$ cat src/rtl/uart_cmd_pkg.sv
// Shared constants for the UART register/ALU command protocol: frame headers,
// request encodings, host FSM states and per-op frame/response lengths.
package uart_cmd_pkg;

  typedef enum logic [1:0] {
    OP_WR      = 2'd0,
    OP_RD      = 2'd1,
    OP_ALU     = 2'd2,
    OP_ALU_NOP = 2'd3
  } cmd_op_e;

  typedef enum logic [2:0] {
    ST_IDLE,
    ST_SEND,
    ST_DRAIN,
    ST_WAIT_RSP,
    ST_DONE
  } host_state_e;

  localparam logic [7:0] HDR_WR      = 8'hAA;
  localparam logic [7:0] HDR_RD      = 8'hBB;
  localparam logic [7:0] HDR_ALU     = 8'hCC;
  localparam logic [7:0] HDR_ALU_NOP = 8'hDD;

  localparam int unsigned FRAME_LEN_WR      = 3;
  localparam int unsigned FRAME_LEN_RD      = 2;
  localparam int unsigned FRAME_LEN_ALU     = 4;
  localparam int unsigned FRAME_LEN_ALU_NOP = 2;

  localparam int unsigned RSP_LEN_WR      = 0;
  localparam int unsigned RSP_LEN_RD      = 1;
  localparam int unsigned RSP_LEN_ALU     = 2;
  localparam int unsigned RSP_LEN_ALU_NOP = 2;

  // Index of the final frame byte for a given request type.
  function automatic logic [1:0] last_idx(cmd_op_e op);
    case (op)
      OP_WR:   return 2'(FRAME_LEN_WR - 1);
      OP_RD:   return 2'(FRAME_LEN_RD - 1);
      OP_ALU:  return 2'(FRAME_LEN_ALU - 1);
      default: return 2'(FRAME_LEN_ALU_NOP - 1);
    endcase
  endfunction

  function automatic logic [1:0] rsp_len(cmd_op_e op);
    case (op)
      OP_WR:   return 2'(RSP_LEN_WR);
      OP_RD:   return 2'(RSP_LEN_RD);
      OP_ALU:  return 2'(RSP_LEN_ALU);
      default: return 2'(RSP_LEN_ALU_NOP);
    endcase
  endfunction

endpackage

$ cat src/rtl/cmd_rsp_timer.sv
// Response-wait timer: cleared while inactive, counts while enabled, and
// flags expiry once the count reaches TIMEOUT_CYCLES-1.
module cmd_rsp_timer #(
  parameter int unsigned TIMEOUT_CYCLES = 4096
) (
  input  logic clk,
  input  logic rst,
  input  logic clear,
  input  logic enable,
  output logic expired
);

  localparam int unsigned W = (TIMEOUT_CYCLES > 1) ? $clog2(TIMEOUT_CYCLES) : 1;

  logic [W-1:0] count;

  always_ff @(posedge clk) begin
    if (rst || clear) begin
      count <= '0;
    end else if (enable && !expired) begin
      count <= count + W'(1);
    end
  end

  assign expired = (count == W'(TIMEOUT_CYCLES - 1));

endmodule

$ cat src/rtl/uart_cmd_host.sv
// Host-side command initiator: frames one request into UART bytes via a
// valid/busy handshake and collects the response bytes from the receiver.
module uart_cmd_host
  import uart_cmd_pkg::*;
#(
  parameter int unsigned TIMEOUT_CYCLES = 4096
) (
  input  logic        CLK,
  input  logic        RST,
  input  logic        cmd_valid,
  output logic        cmd_ready,
  input  logic [1:0]  cmd_op,
  input  logic [3:0]  cmd_addr,
  input  logic [7:0]  cmd_wdata,
  input  logic [7:0]  cmd_opa,
  input  logic [7:0]  cmd_opb,
  input  logic [3:0]  cmd_fun,
  output logic [7:0]  tx_data,
  output logic        tx_valid,
  input  logic        tx_busy,
  input  logic [7:0]  rx_data,
  input  logic        rx_valid,
  output logic        rsp_valid,
  output logic [15:0] rsp_data,
  output logic        rsp_timeout
);

  host_state_e state, state_next;

  cmd_op_e    op_q;
  logic [3:0] addr_q, fun_q;
  logic [7:0] wdata_q, opa_q, opb_q;
  logic [1:0] idx, rx_cnt;
  logic [7:0] frame_byte;
  logic       accept, last_byte, last_rx, rx_take, expired;
  logic       in_wait;

  assign accept    = cmd_valid && (state == ST_IDLE);
  assign last_byte = (idx == last_idx(op_q));
  assign last_rx   = (rx_cnt == rsp_len(op_q) - 2'd1);
  assign in_wait   = (state == ST_WAIT_RSP);
  assign rx_take   = in_wait && rx_valid;

  cmd_rsp_timer #(
    .TIMEOUT_CYCLES(TIMEOUT_CYCLES)
  ) u_timer (
    .clk    (CLK),
    .rst    (RST),
    .clear  (!in_wait),
    .enable (in_wait),
    .expired(expired)
  );

  always_comb begin
    frame_byte = '0;
    case (op_q)
      OP_WR:
        case (idx)
          2'd0:    frame_byte = HDR_WR;
          2'd1:    frame_byte = {4'h0, addr_q};
          default: frame_byte = wdata_q;
        endcase
      OP_RD:
        frame_byte = (idx == 2'd0) ? HDR_RD : {4'h0, addr_q};
      OP_ALU:
        case (idx)
          2'd0:    frame_byte = HDR_ALU;
          2'd1:    frame_byte = opa_q;
          2'd2:    frame_byte = opb_q;
          default: frame_byte = {4'h0, fun_q};
        endcase
      default:
        frame_byte = (idx == 2'd0) ? HDR_ALU_NOP : {4'h0, fun_q};
    endcase
  end

  always_ff @(posedge CLK) begin
    if (RST) state <= ST_IDLE;
    else     state <= state_next;
  end

  always_comb begin
    state_next = state;
    case (state)
      ST_IDLE:  if (cmd_valid) state_next = ST_SEND;
      ST_SEND:  if (tx_busy) state_next = ST_DRAIN;
      ST_DRAIN:
        if (!tx_busy) begin
          if (!last_byte)                  state_next = ST_SEND;
          else if (rsp_len(op_q) == 2'd0)  state_next = ST_DONE;
          else                             state_next = ST_WAIT_RSP;
        end
      // A byte landing on the expiry cycle completes the frame first.
      ST_WAIT_RSP: if ((rx_valid && last_rx) || expired) state_next = ST_DONE;
      ST_DONE:     state_next = ST_IDLE;
      default:     state_next = ST_IDLE;
    endcase
  end

  always_comb begin
    cmd_ready = (state == ST_IDLE);
    tx_valid  = (state == ST_SEND);
    tx_data   = tx_valid ? frame_byte : '0;
    rsp_valid = (state == ST_DONE);
  end

  always_ff @(posedge CLK) begin
    if (RST) begin
      op_q        <= OP_WR;
      addr_q      <= '0;
      wdata_q     <= '0;
      opa_q       <= '0;
      opb_q       <= '0;
      fun_q       <= '0;
      idx         <= '0;
      rx_cnt      <= '0;
      rsp_data    <= '0;
      rsp_timeout <= 1'b0;
    end else begin
      if (accept) begin
        op_q        <= cmd_op_e'(cmd_op);
        addr_q      <= cmd_addr;
        wdata_q     <= cmd_wdata;
        opa_q       <= cmd_opa;
        opb_q       <= cmd_opb;
        fun_q       <= cmd_fun;
        idx         <= '0;
        rx_cnt      <= '0;
        rsp_data    <= '0;
        rsp_timeout <= 1'b0;
      end
      if ((state == ST_DRAIN) && !tx_busy && !last_byte) idx <= idx + 2'd1;
      if (rx_take) begin
        if (rx_cnt == 2'd0) rsp_data[7:0]  <= rx_data;
        else                rsp_data[15:8] <= rx_data;
        rx_cnt <= rx_cnt + 2'd1;
      end
      if (in_wait && expired && !(rx_valid && last_rx)) rsp_timeout <= 1'b1;
    end
  end

endmodule

$ cat config.mk
export PLATFORM = sky130hd
export DESIGN_NAME = uart_cmd_host
export DESIGN_NICKNAME = d
export VERILOG_FILES = /design/src/rtl/uart_cmd_pkg.sv /design/src/rtl/cmd_rsp_timer.sv /design/src/rtl/uart_cmd_host.sv
export SDC_FILE = /design/constraint.sdc
export NUM_CORES = 1
export LEC_CHECK = 0
export ABC_CLOCK_PERIOD_IN_PS = 3150
export CAP_MARGIN = 10
export CORE_UTILIZATION = 45
export CTS_BUF_LIST = sky130_fd_sc_hd__clkbuf_16
export DETAILED_ROUTE_END_ITERATION = 8
export PLACE_DENSITY = 0.83
export RECOVER_POWER = 50
export SLEW_MARGIN = 15
export SYNTH_ARGS = -nofsm -noshare
export SYNTH_HDL_FRONTEND = slang
export SYNTH_HIERARCHICAL = 1
export SYNTH_SLANG_ARGS = --single-unit
$ cat constraint.sdc
create_clock -name CLK -period 3.15 [get_ports CLK]
set_clock_uncertainty 0.05 [all_clocks]
set_input_delay 0.4725 -clock CLK [delete_from_list [all_inputs] [get_ports CLK]]
set_output_delay 0.4725 -clock CLK [all_outputs]
set_load 0.005 [all_outputs]
==> reports/metrics.cfg <==
[routing]
drc=0
ant_nets=0
wl_um=9070
dr.pass1.iters=6
wl_per_cell_um=15.0
drtIter0Drc=325
viasPerCell=5.71
num_vias=3447

[sta]
period_needed_ns=3.04
hold_viol_final=0
worst_pin_slew_ns=1.19
setup_viol=0
finalMaxSlewViolations=0
fmax_mhz=329
max-slew-margin-rel_pct=20.8
timing.final.crit_share_pct=96.3
setup_tns_ns=0

[clock_network]
cts_resized=2
cts-root-buf=clkbuf_16
clock_latency_ns=0.34
post_cts_buffers=0
cts_tree=yes
ctsLongestPathBuffers=2
clkTransAtPathRegs_ns=0.05
clkSinkCount=70
ctsHoldBuffers=0
numCtsBuffers=9
htreeDepth=3

[synthesis]
syn_area_um2=3490
synth_nets=495
yosysUniqueCellTypes=59
synth-seq-area-share_pct=40.2
synth-seq-cells=70
synthFlopType=dfxtp_1
postSynth.asyncResetShare_pct=0
yosys_warnings=6
syn_avg_cell_area_um2=7.90
synthCells=442
synth-edff-count=0

[placed_design]
portBuffers=74
gp_congestion=0.824
dp_hpwl_um=6100

[global_routing]
grt_pass1_wl_um=15200
grt_overflow=0
grt_pass1_vias=3286
antenna_found_initial=0
grt_max_degree=39
track_usage_pct=23.1

[worst_setup_path]
cp_max_fo=14
crit_chain=inv_1 -> ha_2 -> nor2_2 -> mux2_2 -> o311a_1 -> clkdlybuf4s50_1
critPathArrivalTime_ns=2.51
cpLargestDelayFamily=buffers and inverters
cp-end-kind=primary output
worstPathRequired_ns=2.63
critPathSlowestCell=dfxtp_1
cpPeakStageDelay_ns=0.45
cp-start-kind=flop
path_class=flop to primary output
cp_num_buf_inv=2

[floorplanning]
ios=75
initial_core_util_pct=47.4
die_area_um2=8110
coreArea_um2=7370
dieHeight_um=90.1
rows=31
die_w_um=90.1

[layout]
drive_gt1_share_pct=7.33
multi_input_area_um2=1830
nets=553
register_area_um2=1400
areaGrowthSynthToFinish_pct=28.9
diodes=0
n_fill_cell=637

[status]
status=complete, no violations

[power_and_ir_drop]
design_power_total_mw=2.87
power_density_nw_per_um2=637
ir_worst_vdd_mv=0.390
static-leakage-power_nw=1.61

[min_path]
hp-class=flop to flop

[run]
cap_viol_max_count=0

==> synth_stat cells (3+ instances only) <==
cell / count / area (µm²)
nand2_1: 93 / 349
dfxtp_1: 70 / 1400
a21oi_1: 67 / 335
nand3_1: 27 / 135
nor2_1: 20 / 75.1
inv_1: 18 / 67.6
clkbuf_1: 16 / 60.1
o21ai_0: 15 / 75.1
o211ai_1: 9 / 67.6
buf_6: 8 / 90.1
a22oi_1: 6 / 45.0
ha_1: 6 / 75.1
a31oi_1: 5 / 31.3
buf_2: 5 / 25.0
nor3_1: 4 / 20.0
or3_1: 4 / 25.0
or4_1: 4 / 30.0
a211oi_1: 3 / 22.5
a32oi_1: 3 / 26.3
and2_1: 3 / 18.8
and3_4: 3 / 33.8
nand2b_1: 3 / 18.8
nor4b_1: 3 / 26.3
o211a_1: 3 / 30.0
o31ai_1: 3 / 22.5
==> state kept, by name, indices dropped and copies added, names as in the netlist <==
name           cells
rx_cnt             2
rsp_timeout        1
u_timer/count     12
wdata_q            8
rsp_data          16
addr_q             4
fun_q              4
idx                2
state              3
op_q               2
opa_q              8
opb_q              8
==> worst register-to-register path, stage by stage (launching register included) <==
cell            delay, ns
dfxtp_1              0.58
nor3_4               0.09
nand2_1              0.51
dlymetal6s2s_1       0.98
nand2_1              0.16
a21oi_1              0.19
==> report_power, final <==
part	switching, mW	internal (mW)	total [mW]
Sequential	0.126	0.983	1.11
Combinational	0.417	0.331	0.747
Clock	0.398	0.614	1.01
==> metrics by stage <==
stage / cell area, µm² / std cells / util, % / worst slack, ns / hold slack [ns]
after floorplan: 3490 / 442 / - / 1.07 / 0.383
after global placement: 4210 / 588 / 57.1 / 0.466 / 0.394
after detailed placement: 4210 / 588 / 57.1 / 0.387 / 0.402
after CTS: 4520 / 604 / 61.3 / 0.0633 / 0.411
after global routing: 4500 / 604 / 61.1 / -0.0103 / 0.427
final: 4500 / 604 / 61.1 / 0.115 / 0.410
==> final cells by class <==
| type | count | share of cell area, % |
|---|---|---|
| Multi-Input combinational cell | 322 | 40.7 |
| Sequential cell | 70 | 31.2 |
| Timing Repair Buffer | 78 | 17.1 |
| Clock buffer | 9 | 5.01 |
| Tap cell | 99 | 2.75 |
| Clock inverter | 7 | 1.64 |
| Inverter | 19 | 1.59 |
==> cells by family after synthesis <==
| group | Yosys count | share of synthesized area [%] |
|---|---|---|
| xor gates and xnor gates | 2 | 0.502 |
| adders and majority gates | 6 | 2.15 |
| and+or+nand+nor | 182 | 25.9 |
| buffers and inverters | 50 | 7.28 |
| DFF | 70 | 40.2 |
| muxes | 3 | 0.932 |
| AOI/OAI and AO/OA | 129 | 23.1 |
==> worst paths after layout <==
| check | from | endpoint | slack, ns | depth (start not counted) |
|---|---|---|---|---|
| max | idx[1] | tx_data[1] | 0.11 | 6 |
| min | wdata_q[0] | wdata_q[0] | 0.41 | 2 |
| max reg2reg | state[1] | opa_q[1] | 0.51 | 5 |
| min reg2reg | wdata_q[0] | wdata_q[0] | 0.41 | 2 |
==> per-layer routing <==
| metal | vias up | wire length (µm) | global-route usage (%) | part of all wire (%) |
|---|---|---|---|---|
| met4 | 0 | 249 | 11.0 | 2.7 |
| li1 | 1678 | - | - | - |
| met2 | 124 | 4240 | 36.7 | 47 |
| met5 | - | 0 | 0 | 0 |
| met1 | 1616 | 4100 | 29.6 | 45 |
| met3 | 29 | 472 | 5.08 | 5.2 |
==> cells in the final DEF, fill, tap and decap left out, drive strengths merged, types with 3 or more instances in the layout <==
master / n
a211oi: 3
a21oi: 68
a22oi: 6
a31oi: 5
a32oi: 3
and2: 3
and3: 5
buf: 4
clkbuf: 9
clkdlybuf4s50: 55
clkinvlp: 3
dfxtp: 70
dlygate4sd3: 18
ha: 6
inv: 20
nand2: 93
nand2b: 3
nand3: 27
nor2: 21
nor3: 5
nor4b: 5
o211a: 3
o211ai: 9
o21ai: 15
o31ai: 4
or3: 4
or4: 4
Power figures use the tool's default switching activity.
